File: config.mk
export PLATFORM = sky130hd
export DESIGN_NAME = seq_mult_nxn
export DESIGN_NICKNAME = d
export VERILOG_FILES = /design/src/rtl/seq_mult_nxn.sv
export SDC_FILE = /design/constraint.sdc
export NUM_CORES = 1
export LEC_CHECK = 0
export CORE_MARGIN = 5
export CORE_UTILIZATION = 50
export CTS_CLUSTER_DIAMETER = 120
export DETAILED_ROUTE_END_ITERATION = 10
export PLACE_DENSITY = 0.73
export SETUP_SLACK_MARGIN = 0.1
export SLEW_MARGIN = 20
export SYNTH_ARGS = -nofsm -noshare
export SYNTH_HDL_FRONTEND = slang
export SYNTH_SLANG_ARGS = --single-unit
File: constraint.sdc
create_clock -name clk -period 3.4 [get_ports clk]
set_input_delay 1.02 -clock clk [delete_from_list [all_inputs] [get_ports clk]]
set_output_delay 1.02 -clock clk [all_outputs]
set_load 0.005 [all_outputs]
File: src/rtl/seq_mult_nxn.sv
// Iterative shift-add multiplier: one multiplier bit per clock, full 2*WIDTH-bit product,
// unsigned or two's-complement per operation, valid/ready on both sides.
module seq_mult_nxn #(
  parameter int WIDTH = 8
) (
  input  logic                 clk,
  input  logic                 rst,
  input  logic                 in_valid,
  output logic                 in_ready,
  input  logic [WIDTH-1:0]     a,
  input  logic [WIDTH-1:0]     b,
  input  logic                 is_signed,
  output logic                 out_valid,
  input  logic                 out_ready,
  output logic [2*WIDTH-1:0]   prod
);

  localparam int CNT_W = (WIDTH > 1) ? $clog2(WIDTH) : 1;
  localparam logic [CNT_W-1:0] LAST_CNT = CNT_W'(WIDTH - 1);

  typedef enum logic [1:0] {
    IDLE = 2'd0,
    CALC = 2'd1,
    DONE = 2'd2
  } state_t;

  state_t               state_reg;
  logic [WIDTH-1:0]     mcand_reg;
  logic [WIDTH-1:0]     mult_reg;
  logic [CNT_W-1:0]     cnt_reg;
  logic [2*WIDTH-1:0]   acc_reg;
  logic                 neg_reg;

  logic [WIDTH-1:0]     a_mag;
  logic [WIDTH-1:0]     b_mag;
  logic [2*WIDTH-1:0]   addend;
  logic [2*WIDTH-1:0]   acc_next;

  // In signed mode the operands are reduced to magnitudes; -2^(W-1) maps to 2^(W-1),
  // which still fits in WIDTH unsigned bits.
  always_comb begin
    a_mag    = (is_signed && a[WIDTH-1]) ? (~a + 1'b1) : a;
    b_mag    = (is_signed && b[WIDTH-1]) ? (~b + 1'b1) : b;
    addend   = mult_reg[0] ? ({{WIDTH{1'b0}}, mcand_reg} << cnt_reg) : '0;
    acc_next = acc_reg + addend;
  end

  always_ff @(posedge clk) begin
    if (rst) begin
      state_reg <= IDLE;
      in_ready  <= 1'b1;
      out_valid <= 1'b0;
      prod      <= '0;
      cnt_reg   <= '0;
      acc_reg   <= '0;
      mcand_reg <= '0;
      mult_reg  <= '0;
      neg_reg   <= 1'b0;
    end else begin
      case (state_reg)
        IDLE: begin
          if (in_valid) begin
            mcand_reg <= a_mag;
            mult_reg  <= b_mag;
            neg_reg   <= is_signed & (a[WIDTH-1] ^ b[WIDTH-1]);
            cnt_reg   <= '0;
            acc_reg   <= '0;
            in_ready  <= 1'b0;
            state_reg <= CALC;
          end
        end
        CALC: begin
          acc_reg  <= acc_next;
          mult_reg <= mult_reg >> 1;
          cnt_reg  <= cnt_reg + 1'b1;
          if (cnt_reg == LAST_CNT) begin
            // Negating a zero magnitude gives zero, so no negative-zero case exists.
            prod      <= neg_reg ? (~acc_next + 1'b1) : acc_next;
            out_valid <= 1'b1;
            state_reg <= DONE;
          end
        end
        DONE: begin
          if (out_ready) begin
            out_valid <= 1'b0;
            in_ready  <= 1'b1;
            state_reg <= IDLE;
          end
        end
        default: begin
          state_reg <= IDLE;
          in_ready  <= 1'b1;
          out_valid <= 1'b0;
        end
      endcase
    end
  end

endmodule

==> summary.md <==
| Metric | Value |
|---|---|
| Outcome | `finished with violations` |
| Failing checks | `negative setup slack` |
| Final GP Congestion | `0.933` |
| Hold Violations, Final | `0` |
| Combinational fraction of design power | `20.7%` |
| Synth cell types | `61` |
| Crit path max-delay family | `compound AO/OA/AOI/OAI gates` |
| Wire per inst | `15.2 µm` |
| Most frequent cells in the layout | `nor2_1 (65), buf_4 (58), dfxtp_1 (54)` |
| CTS tree | `done` |
| Later-pin clock latency in the skew report | `0.31 ns` |
| Largest fanout on the critical path | `6` |
| Top Ports | `39` |
| EDFF count, synth | `0` |
| CP Class | `reg -> reg` |
| Pwr Density | `270 nW/µm²` |
| Cell Chain, Critical Path | `buf_6 -> mux2i_4 -> mux2i_1 -> o211a_1 -> ha_4 -> buf_4 -> a21o_1 -> or3_4 -> a2111oi_4 -> buf_4 -> nand4_1 -> o31ai_2 -> xnor2_1 -> a211oi_1` |
| Max_cap viols | `0` |
| Layout area overhead | `32.8%` |
| Clock transition at path regs | `0.10 ns` |
| Hold Path Class | `reg -> reg` |
| Top FF cell, synth | `dfxtp_1` |
| Pint | `0.970 mW` |
| Synthesis-stage register bit count | `56` |
| DR pass1 iterations | `4` |
| CTS Buffer Depth | `2` |
| Setup Skew | `0.00675 ns` |
| Fin crit period | `3.44 ns` |
| RR Endpoint | `prod[15]` |
| Layout fillers | `600` |
| Period utilization | `101%` |
| Critical Path End Type | `flip-flop` |
| Hold Path Origin | `prod[0]` |
| Syn avg cell area | `7.59 µm²` |
| Area of the mapped netlist | `3800 µm²` |
| Worst Path Arrival | `3.67 ns` |
| Slew HR | `50.7%` |
| Initial Utilization | `51.9%` |
| GRT Residual Overflow | `0` |
| Final setup viols | `2` |
| First-pass GRT wire length | `17300 µm` |
| Reg area | `1130 µm²` |
| Most used cell along the critical path | `buf_4` |
| Fmax | `0.291 GHz` |
| Synth warn | `0` |
| Routed Antenna Nets | `0` |
| Mean number of vias per cell | `5.68` |
| Die Y | `97.2 µm` |
| DRC errors left | `0` |
| CP peak stage delay | `0.42 ns` |
| Layout Nets | `621` |
| Syn nets | `543` |
| Net Sw Power | `0.392 mW` |
| CTS buffer count | `5` |
| Worst Tran Pin Value | `0.737 ns` |
| Sw Ratio | `28.8%` |
| Drt total wl | `10300 µm` |
| Commonest non-fill, non-tap cell in the layout | `nor2_1` |
| Worst reg2reg startpoint | `cnt_reg[1]` |
| Core area | `7330 µm²` |
| Row Count | `31` |
| Seq pwr share | `51.0%` |
| Multi-input gate area | `2800 µm²` |
| Die Area | `9450 µm²` |
| Static leakage power | `1.97 nW` |
| RSZ-0062 raised after global routing | `yes` |
| Max-slew violation count | `0` |
| Worst Path Required | `3.63 ns` |
| Register area share after synthesis | `29.5%` |
| Reg2Reg Depth | `14` |
| Clk pwr share | `28.3%` |
| CTS H-tree depth | `2` |
| Starting DRT DRC Count | `187` |
| Die X | `97.2 µm` |
| Cells after Synth | `501` |
| Worst vdd ir | `0.000191 V` |
| Number of diodes | `0` |
| CP max-delay cell | `dfxtp_4` |
| Layout cells sized above 1 | `23.1%` |
| Hold depth | `2` |
| Initial antenna violation count | `0` |
| CP Launch Type | `flip-flop` |
| FF-to-FF setup slack | `-0.04 ns` |
| Pin count of the biggest net entering global routing | `38` |
| Worst Hold Path EP | `prod[0]` |
| PortBufs | `38` |
| Pre-CTS setup slack | `-0.299 ns` |
| Asr flop ratio synth | `0%` |
| Clock Tree Root | `clkbuf_8` |
| Final worst setup slack | `-0.0363 ns` |
| Vias in the first global route | `3873` |
| Via count | `3853` |
| Cts-stage hold buffer count | `0` |
| Total global-route track usage | `21.5%` |
| Buffers plus inverters on the worst setup path | `3` |
| # clock sinks | `56` |
| Post-DP HPWL | `7610 µm` |
| Tot Pwr | `1.36 mW` |
[worst max path at each step]
stage | startpoint | end | slack, ns | cells after the start
6_report | cnt_reg[1] | prod[15] | -0.04 | 14
5_1_grt | cnt_reg[1] | prod[15] | -0.23 | 18
4_1_cts | cnt_reg[1] | prod[15] | -0.02 | 17
3_5_place_dp | cnt_reg[1] | prod[14] | -0.30 | 15
3_3_place_gp | cnt_reg[1] | prod[13] | -0.16 | 15
2_1_floorplan | cnt_reg[1] | prod[14] | 0.10 | 15
[cells by family after synthesis]
family / Yosys count / share of synthesized area, %
multiplexers: 11 / 3.03
buffers and inverters: 46 / 4.54
AND/OR/NAND/NOR: 201 / 24.5
adder cells (fa/ha/maj): 21 / 7.10
XOR/XNOR: 26 / 6.18
AO/OA/AOI/OAI: 140 / 25.2
flip-flops: 56 / 29.5
[layer usage]
layer	track usage (%)	up-vias	part of all wire, %
li1	-	1951	-
met1	25.9	1797	43
met2	39.5	91	51
met3	2.23	14	3.9
met4	7.67	0	2.1
met5	0	-	0
[timing repair]
item / in CTS / in global routing
endpoints found under the setup margin: 12 / 10
pin swaps: 29 / 8
resized for setup: 44 / 14
setup buffers: 10 / 1
[power by group through the flow]
stage | registers (mW) | clock network, mW | logic [mW]
6_report | 0.694 | 0.386 | 0.282
5_1_grt | 0.698 | 0.423 | 0.309
4_1_cts | 0.693 | 0.395 | 0.274
3_5_place_dp | 0.708 | 0 | 0.250
3_3_place_gp | 0.707 | 0 | 0.244
2_1_floorplan | 0.699 | 0 | 0.159
[per-stage QoR]
stage	cell area (µm²)	hold slack, ns	instances	setup TNS, ns	util (%)
after detailed placement	4630	0.446	662	-1.23	63.2
after global placement	4630	0.444	662	-0.689	63.2
after CTS	4960	0.461	677	-0.0179	67.7
after global routing	5050	0.492	678	-0.968	68.9
after floorplan	3870	0.432	501	0	-
final	5050	0.458	678	-0.0507	68.9
[synth_stat cells, drive strengths merged, types with 5 or more instances]
| cell | instances | area (µm²) |
|---|---|---|
| xnor2 | 11 | 104 |
| clkbuf | 26 | 97.6 |
| a211oi | 14 | 105 |
| and2 | 11 | 68.8 |
| a22oi | 9 | 67.6 |
| a21oi | 52 | 264 |
| a31oi | 7 | 43.8 |
| xor2 | 15 | 131 |
| dfxtp | 56 | 1120 |
| nand3 | 24 | 120 |
| o31ai | 7 | 62.6 |
| nor2b | 6 | 37.5 |
| nor2 | 67 | 251 |
| nor3 | 14 | 75.1 |
| ha | 20 | 250 |
| inv | 19 | 71.3 |
| mux2i | 7 | 70.1 |
| o21ai | 22 | 110 |
| nand2 | 52 | 195 |
| or3 | 5 | 36.3 |
[area by class of cell]
class | count | share of cell area, %
sequential | 56 | 22.3
inverter | 19 | 1.41
tap | 99 | 2.45
clock inverter | 1 | 0.173
multi-input combinational | 399 | 55.5
clock buffer | 6 | 1.63
timing repair buffer | 98 | 16.5
[tightest hold or removal path, delay by kind of cell (launching register included)]
| family | cells | cell delay, ns |
|---|---|---|
| simple gates | 1 | 0.05 |
| compound gates | 1 | 0.05 |
| flops | 1 | 0.32 |
Power figures use the tool's default switching activity.
